### src/rtl/axi_req_sched.sv
// Single-outstanding AXI3 request scheduler: arbitrates IFU fetch and LSU load/store onto one master port.
// Optional fetch anti-starvation guard enabled by defining ARB_STARVE_GUARD_EN.
module axi_req_sched #(
  parameter int ADDR_W     = 32,
  parameter int DATA_W     = 32,
  parameter int STARVE_MAX = 4
) (
  input  logic                aclk,
  input  logic                areset,
  input  logic                inst_req,
  input  logic [ADDR_W-1:0]   inst_addr,
  input  logic                inst_cancel,
  output logic                inst_addr_ok,
  output logic [DATA_W-1:0]   inst_rdata,
  output logic                inst_valid,
  output logic                inst_error,
  input  logic                data_req,
  input  logic                data_wr,
  input  logic [ADDR_W-1:0]   data_addr,
  input  logic [DATA_W-1:0]   data_wdata,
  input  logic [DATA_W/8-1:0] data_wstrb,
  output logic                data_addr_ok,
  output logic [DATA_W-1:0]   data_rdata,
  output logic                data_data_ok,
  output logic                data_error,
  output logic [ADDR_W-1:0]   araddr,
  output logic                arvalid,
  input  logic                arready,
  input  logic [DATA_W-1:0]   rdata,
  input  logic [1:0]          rresp,
  input  logic                rvalid,
  output logic                rready,
  output logic [ADDR_W-1:0]   awaddr,
  output logic                awvalid,
  input  logic                awready,
  output logic [DATA_W-1:0]   wdata,
  output logic [DATA_W/8-1:0] wstrb,
  output logic                wvalid,
  input  logic                wready,
  input  logic [1:0]          bresp,
  input  logic                bvalid,
  output logic                bready
);

  typedef enum logic [2:0] {IDLE, RD_ADDR, RD_DATA, WR_REQ, WR_RESP} state_t;

  state_t                state, state_nxt;
  logic [ADDR_W-1:0]     addr_q;
  logic [DATA_W-1:0]     wdata_q;
  logic [DATA_W/8-1:0]   wstrb_q;
  logic                  owner_inst, aw_done, w_done, drop;
  logic                  fetch_ok, force_fetch, grant_data, grant_inst;

  // A fetch cancelled in the same cycle it is requested is never granted.
  assign fetch_ok = inst_req & ~inst_cancel;

`ifdef ARB_STARVE_GUARD_EN
  localparam int CNT_W = $clog2(STARVE_MAX + 1);
  logic [CNT_W-1:0] starve_cnt;

  assign force_fetch = fetch_ok && (starve_cnt == CNT_W'(STARVE_MAX));

  always_ff @(posedge aclk or posedge areset) begin
    if (areset) begin
      starve_cnt <= '0;
    end else if (state == IDLE) begin
      if (!inst_req || grant_inst)
        starve_cnt <= '0;
      else if (grant_data && starve_cnt != CNT_W'(STARVE_MAX))
        starve_cnt <= starve_cnt + 1'b1;
    end
  end
`else
  assign force_fetch = 1'b0;
`endif

  assign grant_data   = (state == IDLE) & data_req & ~force_fetch;
  assign grant_inst   = (state == IDLE) & fetch_ok & ~grant_data;
  assign data_addr_ok = grant_data;
  assign inst_addr_ok = grant_inst;

  assign arvalid = (state == RD_ADDR);
  assign araddr  = addr_q;
  assign rready  = (state == RD_DATA);
  assign awvalid = (state == WR_REQ) & ~aw_done;
  assign wvalid  = (state == WR_REQ) & ~w_done;
  assign awaddr  = addr_q;
  assign wdata   = wdata_q;
  assign wstrb   = wstrb_q;
  assign bready  = (state == WR_RESP);

  // NOTE: default assigned first so no path through the case leaves state_nxt unassigned (no latch).
  always_comb begin
    state_nxt = state;
    unique case (state)
      IDLE: begin
        if (grant_data && data_wr)       state_nxt = WR_REQ;
        else if (grant_data || grant_inst) state_nxt = RD_ADDR;
      end
      RD_ADDR: if (arready) state_nxt = RD_DATA;
      RD_DATA: if (rvalid)  state_nxt = IDLE;
      WR_REQ:  if ((aw_done || awready) && (w_done || wready)) state_nxt = WR_RESP;
      WR_RESP: if (bvalid)  state_nxt = IDLE;
      default: state_nxt = IDLE;
    endcase
  end

  // NOTE: sequential state uses non-blocking assignments only; the response pulses default to 0 each cycle.
  always_ff @(posedge aclk or posedge areset) begin
    if (areset) begin
      state        <= IDLE;
      addr_q       <= '0;
      wdata_q      <= '0;
      wstrb_q      <= '0;
      owner_inst   <= 1'b0;
      aw_done      <= 1'b0;
      w_done       <= 1'b0;
      drop         <= 1'b0;
      inst_valid   <= 1'b0;
      inst_rdata   <= '0;
      inst_error   <= 1'b0;
      data_data_ok <= 1'b0;
      data_rdata   <= '0;
      data_error   <= 1'b0;
    end else begin
      state        <= state_nxt;
      inst_valid   <= 1'b0;
      inst_rdata   <= '0;
      inst_error   <= 1'b0;
      data_data_ok <= 1'b0;
      data_rdata   <= '0;
      data_error   <= 1'b0;

      if (grant_data || grant_inst) begin
        addr_q     <= grant_data ? data_addr : inst_addr;
        wdata_q    <= grant_data ? data_wdata : '0;
        wstrb_q    <= grant_data ? data_wstrb : '0;
        owner_inst <= grant_inst;
        aw_done    <= 1'b0;
        w_done     <= 1'b0;
      end
      if (awvalid && awready) aw_done <= 1'b1;
      if (wvalid && wready)   w_done  <= 1'b1;

      // A cancelled fetch still completes on AXI; only its response is swallowed.
      if (state_nxt == IDLE)
        drop <= 1'b0;
      else if (owner_inst && inst_cancel && (state == RD_ADDR || state == RD_DATA))
        drop <= 1'b1;

      if (rready && rvalid) begin
        if (owner_inst) begin
          if (!(drop || inst_cancel)) begin
            inst_valid <= 1'b1;
            inst_rdata <= rdata;
            inst_error <= (rresp != 2'b00);
          end
        end else begin
          data_data_ok <= 1'b1;
          data_rdata   <= rdata;
          data_error   <= (rresp != 2'b00);
        end
      end
      if (bready && bvalid) begin
        data_data_ok <= 1'b1;
        data_error   <= (bresp != 2'b00);
      end
    end
  end

endmodule

### config.mk
export PLATFORM = sky130hd
export DESIGN_NAME = axi_req_sched
export DESIGN_NICKNAME = d
export VERILOG_FILES = /design/src/rtl/axi_req_sched.sv
export SDC_FILE = /design/constraint.sdc
export NUM_CORES = 1
export LEC_CHECK = 0
export ABC_AREA = 1
export CAP_MARGIN = 20
export CORE_ASPECT_RATIO = 1.5
export CORE_UTILIZATION = 34
export CTS_CLUSTER_DIAMETER = 60
export DETAILED_ROUTE_END_ITERATION = 8
export GPL_ROUTABILITY_DRIVEN = 0
export GPL_TIMING_DRIVEN = 0
export PLACE_DENSITY = 0.73
export SKIP_CTS_REPAIR_TIMING = 1
export SYNTH_ARGS = -nofsm -noshare
export SYNTH_HDL_FRONTEND = slang
export SYNTH_SLANG_ARGS = --single-unit
### constraint.sdc
create_clock -name aclk -period 5.1 [get_ports aclk]
set_input_delay 1.02 -clock aclk [delete_from_list [all_inputs] [get_ports aclk]]
set_output_delay 1.02 -clock aclk [all_outputs]
set_load 0.05 [all_outputs]
Yosys cells after proc, flatten, opt, wreduce, memory -nomap -nowiden
Index checks and enable logic that the tools add are counted.
{"block": "word_totals", "reg_bits": 143, "latchBits": 0, "mem_bits_rw": 0, "romBits": 0, "mem_count": 0}
{"block": "op_classes", "n_addsub": 0, "mul": 0, "div": 0, "n_lt_le_gt_ge": 0, "eq_ne": 4, "shifts": 0, "n_mux": 32, "n_bitwise": 10, "reduce_logical": 20}
{"operator": "$mux W32", "count": 7}
{"operator": "$mux W3", "count": 6}
{"operator": "$mux W1", "count": 17}
{"operator": "$pmux W3 S5", "count": 1}
{"operator": "$reduce_bool A2 Y1", "count": 5}
{"operator": "$logic_and A1 B1 Y1", "count": 8}
{"operator": "$and A1 B1 Y1", "count": 6}
{"operator": "$eq A3 B2 Y1 const B", "count": 2}
{"operator": "$logic_not A3 Y1", "count": 2}
{"operator": "$logic_or A1 B1 Y1", "count": 5}
{"operator": "$mux W4", "count": 1}
{"operator": "$not A1 Y1", "count": 4}
{"operator": "$eq A3 B1 Y1 const B", "count": 1}
{"operator": "$eq A3 B3 Y1 const B", "count": 1}

Longest topological paths before layout
Gate-level depths: netlist (run 1).
{"block": "depth", "depth_word": 10, "ltp_mapped": 9}

Least setup slack after synthesis (run 1)
No wires, ideal clock.
{"block": "synth_path", "kind": "in2out", "start": "in inst_cancel", "end": "out inst_addr_ok", "t_arrival_ns": 1.948, "t_required_ns": 4.080, "slack_ns": 2.132, "path_stages": 5, "path_cell_list": "inv_1 -> nand2_1 -> nor2_1 -> inv_1 -> nor2_1"}
{"block": "synth_via", "elab_chain_cells": 4}
{"item": "start: declaration", "line": "12", "text": "input logic inst_cancel,"}
{"item": "$not A1 Y1", "line": "55", "text": "assign fetch_ok = inst_req & ~inst_cancel;"}
{"item": "$and A1 B1 Y1", "line": "55"}
{"item": "$and A1 B1 Y1 (2 in series)", "line": "78", "text": "assign grant_inst = (state == IDLE) & fetch_ok & ~grant_data;"}
{"item": "end: declaration", "line": "13", "text": "output logic inst_addr_ok,"}
Every way passes these cells.

Worst setup path after layout (run 1)
{"block": "layout_path", "start": "in data_req", "end": "out data_addr_ok"}
{"block": "layout_via", "elab_chain_cells": 1}
{"item": "start: declaration", "line": "17", "text": "input logic data_req,"}
{"item": "$and A1 B1 Y1", "line": "77", "text": "assign grant_data = (state == IDLE) & data_req & ~force_fetch;"}
{"item": "end: declaration", "line": "22", "text": "output logic data_addr_ok,"}
Every way passes these cells.

==> results.md, run 1 <==
- Status: completed
- Setup-failing EPs final: 0
- Hold Crit Start: wdata[11]
- # H-tree levels: 4
- Skew final: 0.00845 ns
- Max_cap viols: 0
- DR WL met3: 1300 µm
- Antenna Nets Post-Route: 0
- Skew-Pair Late Insertion Delay: ~0.42 ns
- Top sig layer: met5
- Simple-gate share of the synthesized area: around an eighth
- CP max stage delay: 0.86 ns
- Syn Inst Count: 533
- CP endpoint kind: output pin
- Prevailing post-synth register cell: dfrtp_1
- Clk sinks: roughly 140
- Largest net degree at the start of global routing: 85
- Max-slew violations: 0
- Cell count of the worst hold path: 1
- Setup Total Neg Slack: 0 ns
- Gr usage total: 21.9%
- Crit-path slowest cell: clkdlybuf4s50_1
- DRC viols: 0
- RR Startpoint: state[0]
- Worst-margin pin slew: ~0.81 ns
- Fin nets: slightly above 1000
- Tcrit/Tclk final: between 80% and 90%
- Worst rel slew slack: ~46%
- Setup ws final: between 1 and 1.5 ns
- Die area: ~0.017 mm²
- Detailed placement HPWL: about 14000 µm
- CP max FO: 10
- CTS root buf: clkbuf_16
- Sequential-to-total area share from yosys stat: approximately 65%
- Xor-xnor portion of the synthesized cell area: 0%
- Worst Hold Path EP: wdata[11]
- Buf+Inv Stages, Crit Path: 4
- First-pass GRT wire length: 27200 µm
- EDFF count, synth: 0
- Leakage power: approximately 0.0045 µW
- Type of origin of the critical path: input port
- Adder-cell share of the synthesized area: 0%
- Total power: between 6000 and 7000 µW
- Area growth from synthesis to layout: 73.6%
- Synth warnings: 0
- Post-synth ARST share: 100%
- Syn Area/Cell: about 10 µm²
- Most used cell, CP: clkdlybuf4s50_1
- Placed cell area: between 0.009 and 0.01 mm²
- Port bufs: approximately 320
- DP Worst Slack: 0.983 ns
- F_max: about 240 MHz
- Number of buffers created by CTS: 17
- Worst EP arrival: just over 3 ns
- I/O pins: 322
- Dpl cells: ~1100
- Die width: around 110 µm
- DR iter-0 viols: between 200 and 250
- Core ar.: 0.0158 mm²
- Clk pin slew, worst setup/hold paths: around 0.06 ns
- Number of global-route vias before repair: around 5000
- Critical path class: in2out
- Starting Density: a little over a third
- WL/cell: approximately 17 µm
- RSZ-0062 raised after global routing: false
- PwrDens: 668 mW/mm²
- Reg2reg setup slack: 3.43 ns
- DRT Pass-1 Iters: 4
- Yosys cell types: 23
- Syn Nets: 680
- Worst vdd ir: about 500 µV
- R2R cell count: 6
- Met2 wire length: 9460 µm
- CTS tree: yes
- Fin. Hold Viols: 0
- Grt ovf: 0
- Compound-cell area share of the yosys netlist: 12.4%
- Antenna Cells: 0
- Crit-path cells: clkdlybuf4s50_1 -> nand3_2 -> inv_2 -> buf_2 -> clkdlybuf4s50_1
- Post-synthesis mux area share: 0%
- Total Wirelength: about 18000 µm
- Metal-1 WL: 6710 µm
- CP top delay family: buffers and inverters
- Final Instance Area: around 0.0096 mm²
- FF+latch count, synth: between 100 and 150
- Non-Filler Instances: about 1100
- Die Y: 158 µm
- Largest family of logic cells by synthesized area: compound AO/OA/AOI/OAI gates
- Share of cells above drive strength 1: 10.4%
- Reg-to-Reg End: araddr[11]
- Core Rows: 56
- DR vias/cell: ~4.6
- Via count: around 5000
- Clock tree buffer depth: 2
- Initial antenna violation count: 1
- HP Class: reg2reg
- Fin crit period: 4.10 ns
- Mapped Area: roughly 0.0055 mm²
- Required time worst endpoint: roughly 4 ns
-- per-stage QoR --
stage / utilization, % / hold slack (ns)
2_1_floorplan: - / 0.478
3_5_place_dp: 57.3 / 0.481
3_3_place_gp: 57.1 / 0.482
4_1_cts: 60.9 / 0.501
6_report: 60.9 / 0.496
5_1_grt: 60.9 / 0.518
-- final cells by class --
class	count	area, µm²
fill	1334	6160
sequential	143	3580
timing repair buffer	322	3240
multi-input combinational	277	1360
clock buffer	18	429
buffer	58	389
tap	203	254
inverter	55	211
clock inverter	13	141
-- worst max path at each step --
stage | from | depth (start not counted) | endpoint | slack, ns
2_1_floorplan | areset | 1 | araddr[0] | 0.24
3_5_place_dp | data_req | 5 | data_addr_ok | 0.98
6_report | data_req | 5 | data_addr_ok | 1.00
5_1_grt | data_req | 5 | data_addr_ok | 0.91
4_1_cts | data_req | 5 | data_addr_ok | 0.98
3_3_place_gp | areset | 2 | araddr[14] | -1.80
-- kinds of logic after synthesis --
logic type / after synthesis
flip-flops: 143
AO/OA/AOI/OAI: 107
AND/OR/NAND/NOR: 170
buffers and inverters: 113
-- synthesized netlist by cell type (all sizes together), types with 3 or more instances --
library cell / n / area, µm²
nor2: 113 / 432
o21ai: 66 / 330
a21oi: 3 / 26.3
inv: 55 / 206
dfrtp: 143 / 3580
clkbuf: 7 / 28.8
buf: 51 / 360
nand3: 4 / 25.0
nand2: 47 / 179
a22o: 36 / 315
nand4: 5 / 31.3
-- placed cells by master, fill, tap and decap left out, types with 4 or more instances in the layout --
cell type | synthesis | layout
o21ai_0 | 35 | 35
nand4_1 | 5 | 5
o21ai_1 | 31 | 31
clkbuf_16 | 0 | 17
buf_2 | 15 | 15
nor2_1 | 112 | 112
buf_6 | 4 | 4
clkdlybuf4s50_1 | 0 | 321
clkbuf_1 | 5 | 6
a22o_1 | 36 | 36
buf_4 | 32 | 32
nand2_1 | 46 | 46
inv_1 | 52 | 51
dfrtp_1 | 143 | 143
-- report_power, final --
group	internal, µW	leakage [µW]	switching (µW)	total [µW]
Sequential	1450	0.00188	226	1680
Clock	719	0.000273	483	1200
Combinational	1260	0.00238	2280	3540
-- flip-flops by register name, indices dropped and copies added (netlist names) --
signal and count:
inst_error 1, state 3, wdata 32, inst_valid 1
drop 1, data_data_ok 1, inst_rdata 32, data_error 1
araddr 32, owner_inst 1, wstrb 4, w_done 1
data_rdata 32, aw_done 1
-- metal layers --
layer / track usage [%] / up-vias
li1: - / 2357
met1: 24.8 / 2390
met2: 37.0 / 219
met3: 7.08 / 36
met4: 11.0 / 2
met5: 0 / -
(Power assumes the default switching activity.)
==> inputs of run 2 (changes only) <==
Settings changed: CORE_AREA from default to 2 2 124 126, CORE_ASPECT_RATIO 1.5 to default, CORE_UTILIZATION 34 to default, DIE_AREA from default to 0 0 126 128, PLACE_DENSITY 0.73 to 0.77.
Clock period 5.1 ns to 4.1 ns, I/O delays scaled along.
==> run 2 against run 1 <==
Effect of this change: final cell count is 1.1% lower; critical path depth stayed put; non-clock buffer count is 3 higher; die area is 3.9% lower; power is 24% higher; wire length is 0.19% higher; combinational power is 25% higher; register-to-register slack worse by 1.1 ns; largest power group unchanged; via count is 0.50% higher; count of clock-buffer cells in the layout is 2 higher; clock power is 23% higher; highest routed layer is now met4; worst setup slack worse by 0.68 ns.
==> results.md, run 2 (synthesis results as in run 1) <==
- Worst vdd ir: 412 µV
- Type of origin of the critical path: input port
- Most frequent cells in the layout: 321 x clkdlybuf4s50_1, 143 x dfrtp_1, 112 x nor2_1
- Fin nets: about 1000
- Crit-path cells: clkdlybuf4s50_1 -> nand3_2 -> inv_2 -> buf_2 -> clkdlybuf4s50_1
- Core Rows: 45
- Seq pwr share: around a quarter
- Die area: roughly 0.016 mm²
- Fin. Hold Viols: 0
- F_max: around 260 MHz
- DRT Pass-1 Iters: 5
- Clk pin slew, worst setup/hold paths: roughly 0.06 ns
- Clk pwr share: roughly 19%
- First-pass GRT wire length: ~28000 µm
- Antenna Cells: 0
- Die Y: 128 µm
- DR vias/cell: 4.67
- Tcrit/Tclk final: just over 90%
- Grt ovf: 0
- Critical path class: in2out
- Max_cap viols: 0
- Setup Total Neg Slack: 0 ns
- Setup ws final: 0.322 ns
- Via count: between 5000 and 6000
- CP max FO: 10
- Most used cell, CP: clkdlybuf4s50_1
- Starting Density: approximately 37%
- PwrDens: between 800 and 900 mW/mm²
- Setup-failing EPs final: 0
- HP Class: reg2reg
- Initial antenna violation count: 0
- Reg2reg setup slack: approximately 2.3 ns
- CTS root buf: clkbuf_16
- Buf+Inv Stages, Crit Path: 4
- P_int: ~4300 µW
- CP max stage delay: between 0.8 and 0.9 ns
- Psw: roughly 3700 µW
- # fillers: approximately 1200
- Area growth from synthesis to layout: 74.5%
- Number of buffers created by CTS: 17
- DP Worst Slack: 0.262 ns
- Dpl cells: 1046
- Die width: 126 µm
- Leakage power: between 0.004 and 0.005 µW
- Comb pwr share: a little under three fifths
- Worst EP arrival: between 2 and 3 ns
- DRC viols: 0
- Detailed placement HPWL: about 14000 µm
- WL/cell: ~17 µm
- Worst rel slew slack: 61.6%
- Hold_ws: between 0.4 and 0.5 ns
- I/O pins: about 320
- Antenna Nets Post-Route: 0
- CP top delay family: buffers and inverters
- Commonest non-fill, non-tap cell in the layout: clkdlybuf4s50_1
- Status: completed
- Fin crit period: between 3 and 4 ns
- Max-slew violations: 0
- Core ar.: between 0.01 and 0.015 mm²
- Util after Layout: ~65%
- Worst-margin pin slew: approximately 0.57 ns
- Skew-Pair Late Insertion Delay: a little over 0.4 ns
- Skew final: between 0.008 and 0.009 ns
- # H-tree levels: 4
- Non-Filler Instances: ~1100
- Port bufs: 321
- Share of cells above drive strength 1: between 10% and 20%
- DR iter-0 viols: between 200 and 300
- CTS tree: yes
- Largest net degree at the start of global routing: 44
- CP endpoint kind: output pin
- Number of global-route vias before repair: 5140
- Clock tree buffer depth: 2
- Sw Share: a little under half
- Required time worst endpoint: around 3.3 ns
- Total Wirelength: approximately 18000 µm
- Gr usage total: between 20% and 30%
- Clk sinks: 143
- Crit-path slowest cell: clkdlybuf4s50_1
- RSZ-0062 raised after global routing: false
==> run 2: cell types whose count changed in the layout (fill, tap and decap cells not counted), sizes merged <==
| cell | change |
|---|---|
| bufinv | -1 |
| clkinv | -3 |
| clkbuf | +2 |
| clkinvlp | +2 |
| buf | +3 |
==> run 2: final cells by class <==
type                       count  area, µm²  share of cell area, %
tap                          188        235                   2.44
timing repair buffer         325       3310                   34.3
clock inverter                11        108                   1.11
inverter                      55        210                   2.18
sequential                   143       3580                   37.1
clock buffer                  20        467                   4.84
buffer                        58        389                   4.03
multi-input combinational    277       1360                   14.1
==> run 2: stage by stage <==
stage          instance area (µm²)  total power, µW
2_1_floorplan                 5530             4990
3_3_place_gp                  8980             6480
3_5_place_dp                  9080             6540
4_1_cts                       9650             8050
5_1_grt                       9650             8340
6_report                      9650             7980
==> run 2: metal layers <==
layer,wire (µm),GRT usage [%]
met1,6940,26.3
met3,1520,7.43
met2,9200,38.7
met5,0,0
met4,391,7.69
==> run 2: path summary, 6_finish.rpt <==
check                      startpoint            end  cells past startpoint
setup reg to reg             state[1]      araddr[9]                      6
hold reg to reg              wdata[5]       wdata[5]                      1
setup / recovery             data_req   data_addr_ok                      5
max in group asynchronous      areset     araddr[19]                      5
hold / removal               wdata[5]       wdata[5]                      1
min in group asynchronous      areset  data_rdata[2]                      2
==> run 2: power by group through the flow <==
| stage | clock network, µW | registers (µW) | logic, µW |
|---|---|---|---|
| floorplan | 0 | 3320 | 1670 |
| global placement | 0 | 2080 | 4390 |
| detailed placement | 0 | 2100 | 4440 |
| CTS | 1510 | 2080 | 4460 |
| global route | 1570 | 2130 | 4640 |
| finish | 1480 | 2080 | 4420 |
==> patch 1, RTL diff (config.mk and constraints of run 1) <==
Change the parameter `DATA_W` from 32 to 64.
--- a/src/rtl/axi_req_sched.sv
+++ b/src/rtl/axi_req_sched.sv
@@ -3,5 +3,5 @@
 module axi_req_sched #(
   parameter int ADDR_W     = 32,
-  parameter int DATA_W     = 32,
+  parameter int DATA_W     = 64,
   parameter int STARVE_MAX = 4
 ) (
Interface: changed (7 resized); port bits go from 322 to 490. No check against the original RTL was run, so the function may have changed too.
==> patch 1 against run 1 <==
- sequential share of layout area grew 3.2 points
- worst hold slack lost 0.0016 ns
- utilization shrank 1.3 points
- wire length grew 69%
- register-to-register slack lost 0.35 ns
- first-iteration DRC count grew 52%
- synthesized area grew 58%
- worst setup slack lost 0.33 ns
- sequential power grew 63%
- total power grew 48%
- cell area grew 57%
- sequential cell count grew 100
- highest routed layer unchanged
==> patch 1: results (changes against run 1) <==
* First-pass GRT wire length at 45,700 um (+68%)
* Grt met1 use at 23.2% (-1.6 points)
* Met2 WL at 15,900 um (+68%)
* Worst-Margin Slew at 0.689 ns (-0.118 ns)
* Post-synthesis sequential area ratio at 69.4% (+4.7 points)
* Antenna violations before repair at 3 (+2)
* DP Area at 14,200 sq um (+57%)
* R2R Setup Slk at 3.08 ns (-0.35 ns)
* Commonest cells post-synth: dfrtp_1, nor2_1, inv_1, a22o_1, nand2_1
* P_leak at 7.16 nW (+58%)
* Count of unique library cells instantiated by Yosys at 19 (-17%)
* Port bufs at 489 (+52%)
* R2r endpoint: araddr[16]$_DFFE_PP0P_
* Post-DP HPWL at 23,800 um (+74%)
* Final WL at 30,500 um (+69%)
* Fin crit period at 4.43 ns (+0.332 ns)
* Max Root-Sink Buffers at 3 (+1)
* Largest net degree at the start of global routing at 44 (-48%)
* Gate count of the mapped netlist at 781 (+47%)
* Length of routed met3 wiring at 3000 um (+130%)
* Peak supply drop at 0.000577 V (+14%)
* M2 GR Usage at 41.8% (+4.9 points)
* Reg-to-Reg Start: state[1]$_DFF_PP0_
* DRT iter0 DRCs at 376 (+52%)
* Vias after detailed routing at 7,646 (+53%)
* Reg2Reg Depth at 6 (unchanged)
* Skew final at 0.0226 ns (+0.0141 ns)
* Setup Slack @ Placement at 0.662 ns (-0.322 ns)
* Met3 GRT Util at 7.47% (+0.39 points)
* WHS Endpoint: wdata[56]$_DFFE_PP0P_
* Tot GR Track Use at 22.9% (+0.94 points)
* Syn nets at 996 (+46%)
* H-tree depth at 1 (-3)
* Number of global-route vias before repair at 8,010 (+62%)
* Worst skew pair latency at 0.54 ns (+0.12 ns)
* Outcome: complete, no violations
* Type of the tightest min-delay check: reg -> reg
* Layout cells sized above 1 at 8.48% (-1.9 points)
* Hold path start: wdata[56]$_DFFE_PP0P_
* Vias per cell at 4.63 (+0.72%)
* TritonCTS buffer count at 25 (+8)
* Main area contributors after synthesis: dfrtp_1, nor2_1, a22o_1
* Min Hold Slack at 0.495 ns (-0.00156 ns)
* Placed cell count at 1,604 (+52%)
* WL met1 at 10,200 um (+53%)
* WP data arrival at 3.41 ns (+0.33 ns)
* Critical Path Max Stage Delay at 0.84 ns (-0.02 ns)
* Final-stage net count at 1,518 (+49%)
* Hold Path Stages at 1 (unchanged)
patch 1: area by class of cell:
cell class                      instances  area, sq um
Clock buffer                           34          689
Sequential cell                       243         6080
Fill cell                            2091        10200
Buffer                                 74          454
Antenna cell                            3         7.51
Timing Repair Buffer                  495         5010
Clock inverter                         11          154
Multi-Input combinational cell        377         1900
Tap cell                              328          410
Inverter                               87          330
patch 1: logic make-up after synthesis:
logic type | after synthesis | synth area share [%]
AO/OA/AOI/OAI | 143 | 11.4
buffers and inverters | 161 | 8.91
flip-flops | 243 | 69.4
AND/OR/NAND/NOR | 234 | 10.3
patch 1: where the power goes:
| group | total, mW | internal [mW] | switching [mW] |
|---|---|---|---|
| Sequential | 2.74 | 2.41 | 0.324 |
| Combinational | 4.88 | 1.71 | 3.17 |
| Clock | 1.87 | 1.11 | 0.767 |
| Total | 9.49 | 5.22 | 4.26 |
patch 1: critical path, delay by kind of cell:
family / cells / cell delay (ns)
buffers and inverters: 5 / 2.07
and+or+nand+nor: 1 / 0.30
==> patch 2, RTL diff (flow settings as in run 1) <==
Without the edit above. Encoding of `state_t`: now Gray code (3 bits for 5 states).
--- a/src/rtl/axi_req_sched.sv
+++ b/src/rtl/axi_req_sched.sv
@@ -43,5 +43,5 @@
 );
 
-  typedef enum logic [2:0] {IDLE, RD_ADDR, RD_DATA, WR_REQ, WR_RESP} state_t;
+  typedef enum logic [2:0] {IDLE = 3'b000, RD_ADDR = 3'b001, RD_DATA = 3'b011, WR_REQ = 3'b010, WR_RESP = 3'b110} state_t;
 
   state_t                state, state_nxt;
Formal check against the unedited RTL: same outputs for any inputs over 10 cycles, from zero or initial values and one cycle with areset high; not proved beyond that.
==> patch 2 against run 1 <==
- wire length down 5.0%
- worst setup slack better by 0.024 ns
- synthesized area is 0.59% lower
- highest routed layer is now met4
- cell count decreased by 0.92%
- total power is 0.11% lower
- cell area fell by 0.16%
- sequential cell count did not move
- register-to-register slack better by 0.02 ns
- die area is 0.58% lower
==> patch 2: results (changes against run 1) <==
* Worst-Margin Slew at 0.592 ns (-0.214 ns)
* Hold Path Stages at 1 (unchanged)
* Post-synthesis compound-gate area fraction at 12.8% (+0.44 points)
* Layout cells sized above 1 at 11.5% (+1.1 points)
* Reg-to-Reg Start: state[2]$_DFF_PP0_
* Type of the tightest min-delay check: reg -> reg
* Skew final at 0.0133 ns (+0.00487 ns)
* Top delay family on crit path: buffers and inverters
* Vias after detailed routing at 4,848 (-3.1%)
* Fill cells at 1,303 (-2.3%)
* Peak supply drop at 0.000468 V (-7.4%)
* Post-synthesis sequential area ratio at 65.1% (+0.38 points)
* Commonest cells post-synth: dfrtp_1, nor2_1, o21ai_1, nand2_1, inv_1
* Port bufs at 321 (unchanged)
* Root Driver: clkbuf_16
* Hold path start: wstrb[1]$_DFFE_PP0P_
* Routed len/inst at 15.9 um (-4.2%)
* Count of unique library cells instantiated by Yosys at 22 (-4.3%)
* R2r endpoint: araddr[26]$_DFFE_PP0P_
* H-tree depth at 4 (unchanged)
* WP data arrival at 3.06 ns (-0.02 ns)
* Adder-Cell Fraction of Synth Area at 0% (unchanged)
* Reg2Reg Depth at 7 (+1)
* Post-synthesis xor/xnor area fraction at 0% (unchanged)
* Tot GR Track Use at 20.5% (-1.4 points)
* Max Root-Sink Buffers at 2 (unchanged)
* Ant. Diodes at 0 (unchanged)
* Antenna violations before repair at 0 (-1)
* Final-stage net count at 1,010 (-1.1%)
* Worst setup path end: data_addr_ok
* First-pass detailed-route iteration total at 4 (unchanged)
* Worst path slowest cell: clkdlybuf4s50_1
* Syn nets at 669 (-1.6%)
* Largest net degree at the start of global routing at 86 (+1.2%)
* Warnings, synthesis at 0 (unchanged)
* Main area contributors after synthesis: dfrtp_1, nor2_1, a22o_1
* Setup crit start: data_req
* DRT iter0 DRCs at 124 (-50%)
* R2R Setup Slk at 3.45 ns (+0.02 ns)
* P_leak at 4.50 nW (-0.72%)
* Fraction of registers with async set/reset at 100% (unchanged)
* Clock slew at reported path FFs at 0.07 ns
* WHS Endpoint: wstrb[1]$_DFFE_PP0P_
* Number of global-route vias before repair at 4,869 (-1.8%)
* Worst skew pair latency at 0.41 ns
* Multiplexer share of the synthesized area at 0% (unchanged)
* Switching part of the total power at 47.0% (+0.46 points)
* Setup Slack @ Placement at 0.978 ns (-0.00507 ns)
* CP max FO at 10 (unchanged)
* Outcome: complete, no violations
* First-pass GRT wire length at 25,900 um (-4.8%)
* Critical Path Max Stage Delay at 0.85 ns
* Post-DP HPWL at 13,100 um (-3.9%)
* TritonCTS buffer count at 17 (unchanged)
## patch 2: cell count changes after synthesis, moves of 3 or more
cell	change
o21ai_0	-30
o21ai_1	+30
inv_1	-8
buf_2	+7
clkbuf_1	-5
nor2_1	-4
nand4_1	-3
## patch 2: kinds of logic (layout without fill, tap and decap cells)
group	Yosys count	in the layout
and+or+nand+nor	164	164
DFF	143	143
AOI/OAI and AO/OA	110	110
buffers and inverters	105	459
## patch 2: final cells by class
cell class	count	share of cell area, %
clock inverters	14	1.55
plain buffers	58	4.12
flip-flops and latches	143	37.3
multi-input cells	274	14.1
well taps	203	2.65
inverters	47	1.89
clock buffers	18	4.58
repair buffers	322	33.8
## patch 2: power groups by stage
| stage | registers (mW) | logic (mW) | clock network (mW) |
|---|---|---|---|
| CTS | 1.68 | 3.53 | 1.26 |
| global route | 1.72 | 3.65 | 1.31 |
| global placement | 1.69 | 3.49 | 0 |
| floorplan | 2.64 | 1.34 | 0 |
| finish | 1.68 | 3.50 | 1.24 |
| detailed placement | 1.68 | 3.53 | 0 |
## patch 2: through the flow
stage	cells	utilization [%]	power, mW	instance area (sq um)	hold slack [ns]
finish	1079	61.1	6.41	9590	0.499
global route	1079	61.1	6.69	9590	0.509
CTS	1079	61.1	6.47	9590	0.500
detailed placement	1047	57.3	5.21	9000	0.481
global placement	1046	57.1	5.18	8960	0.478
floorplan	522	-	3.98	5500	0.465
## patch 2: per-layer routing
metal / part of all wire (%) / GRT usage (%) / vias up
li1: - / - / 2327
met4: 1.9 / 7.21 / 0
met5: 0 / 0 / -
met1: 36 / 21.6 / 2276
met3: 8.7 / 6.75 / 18
met2: 53 / 38.0 / 227
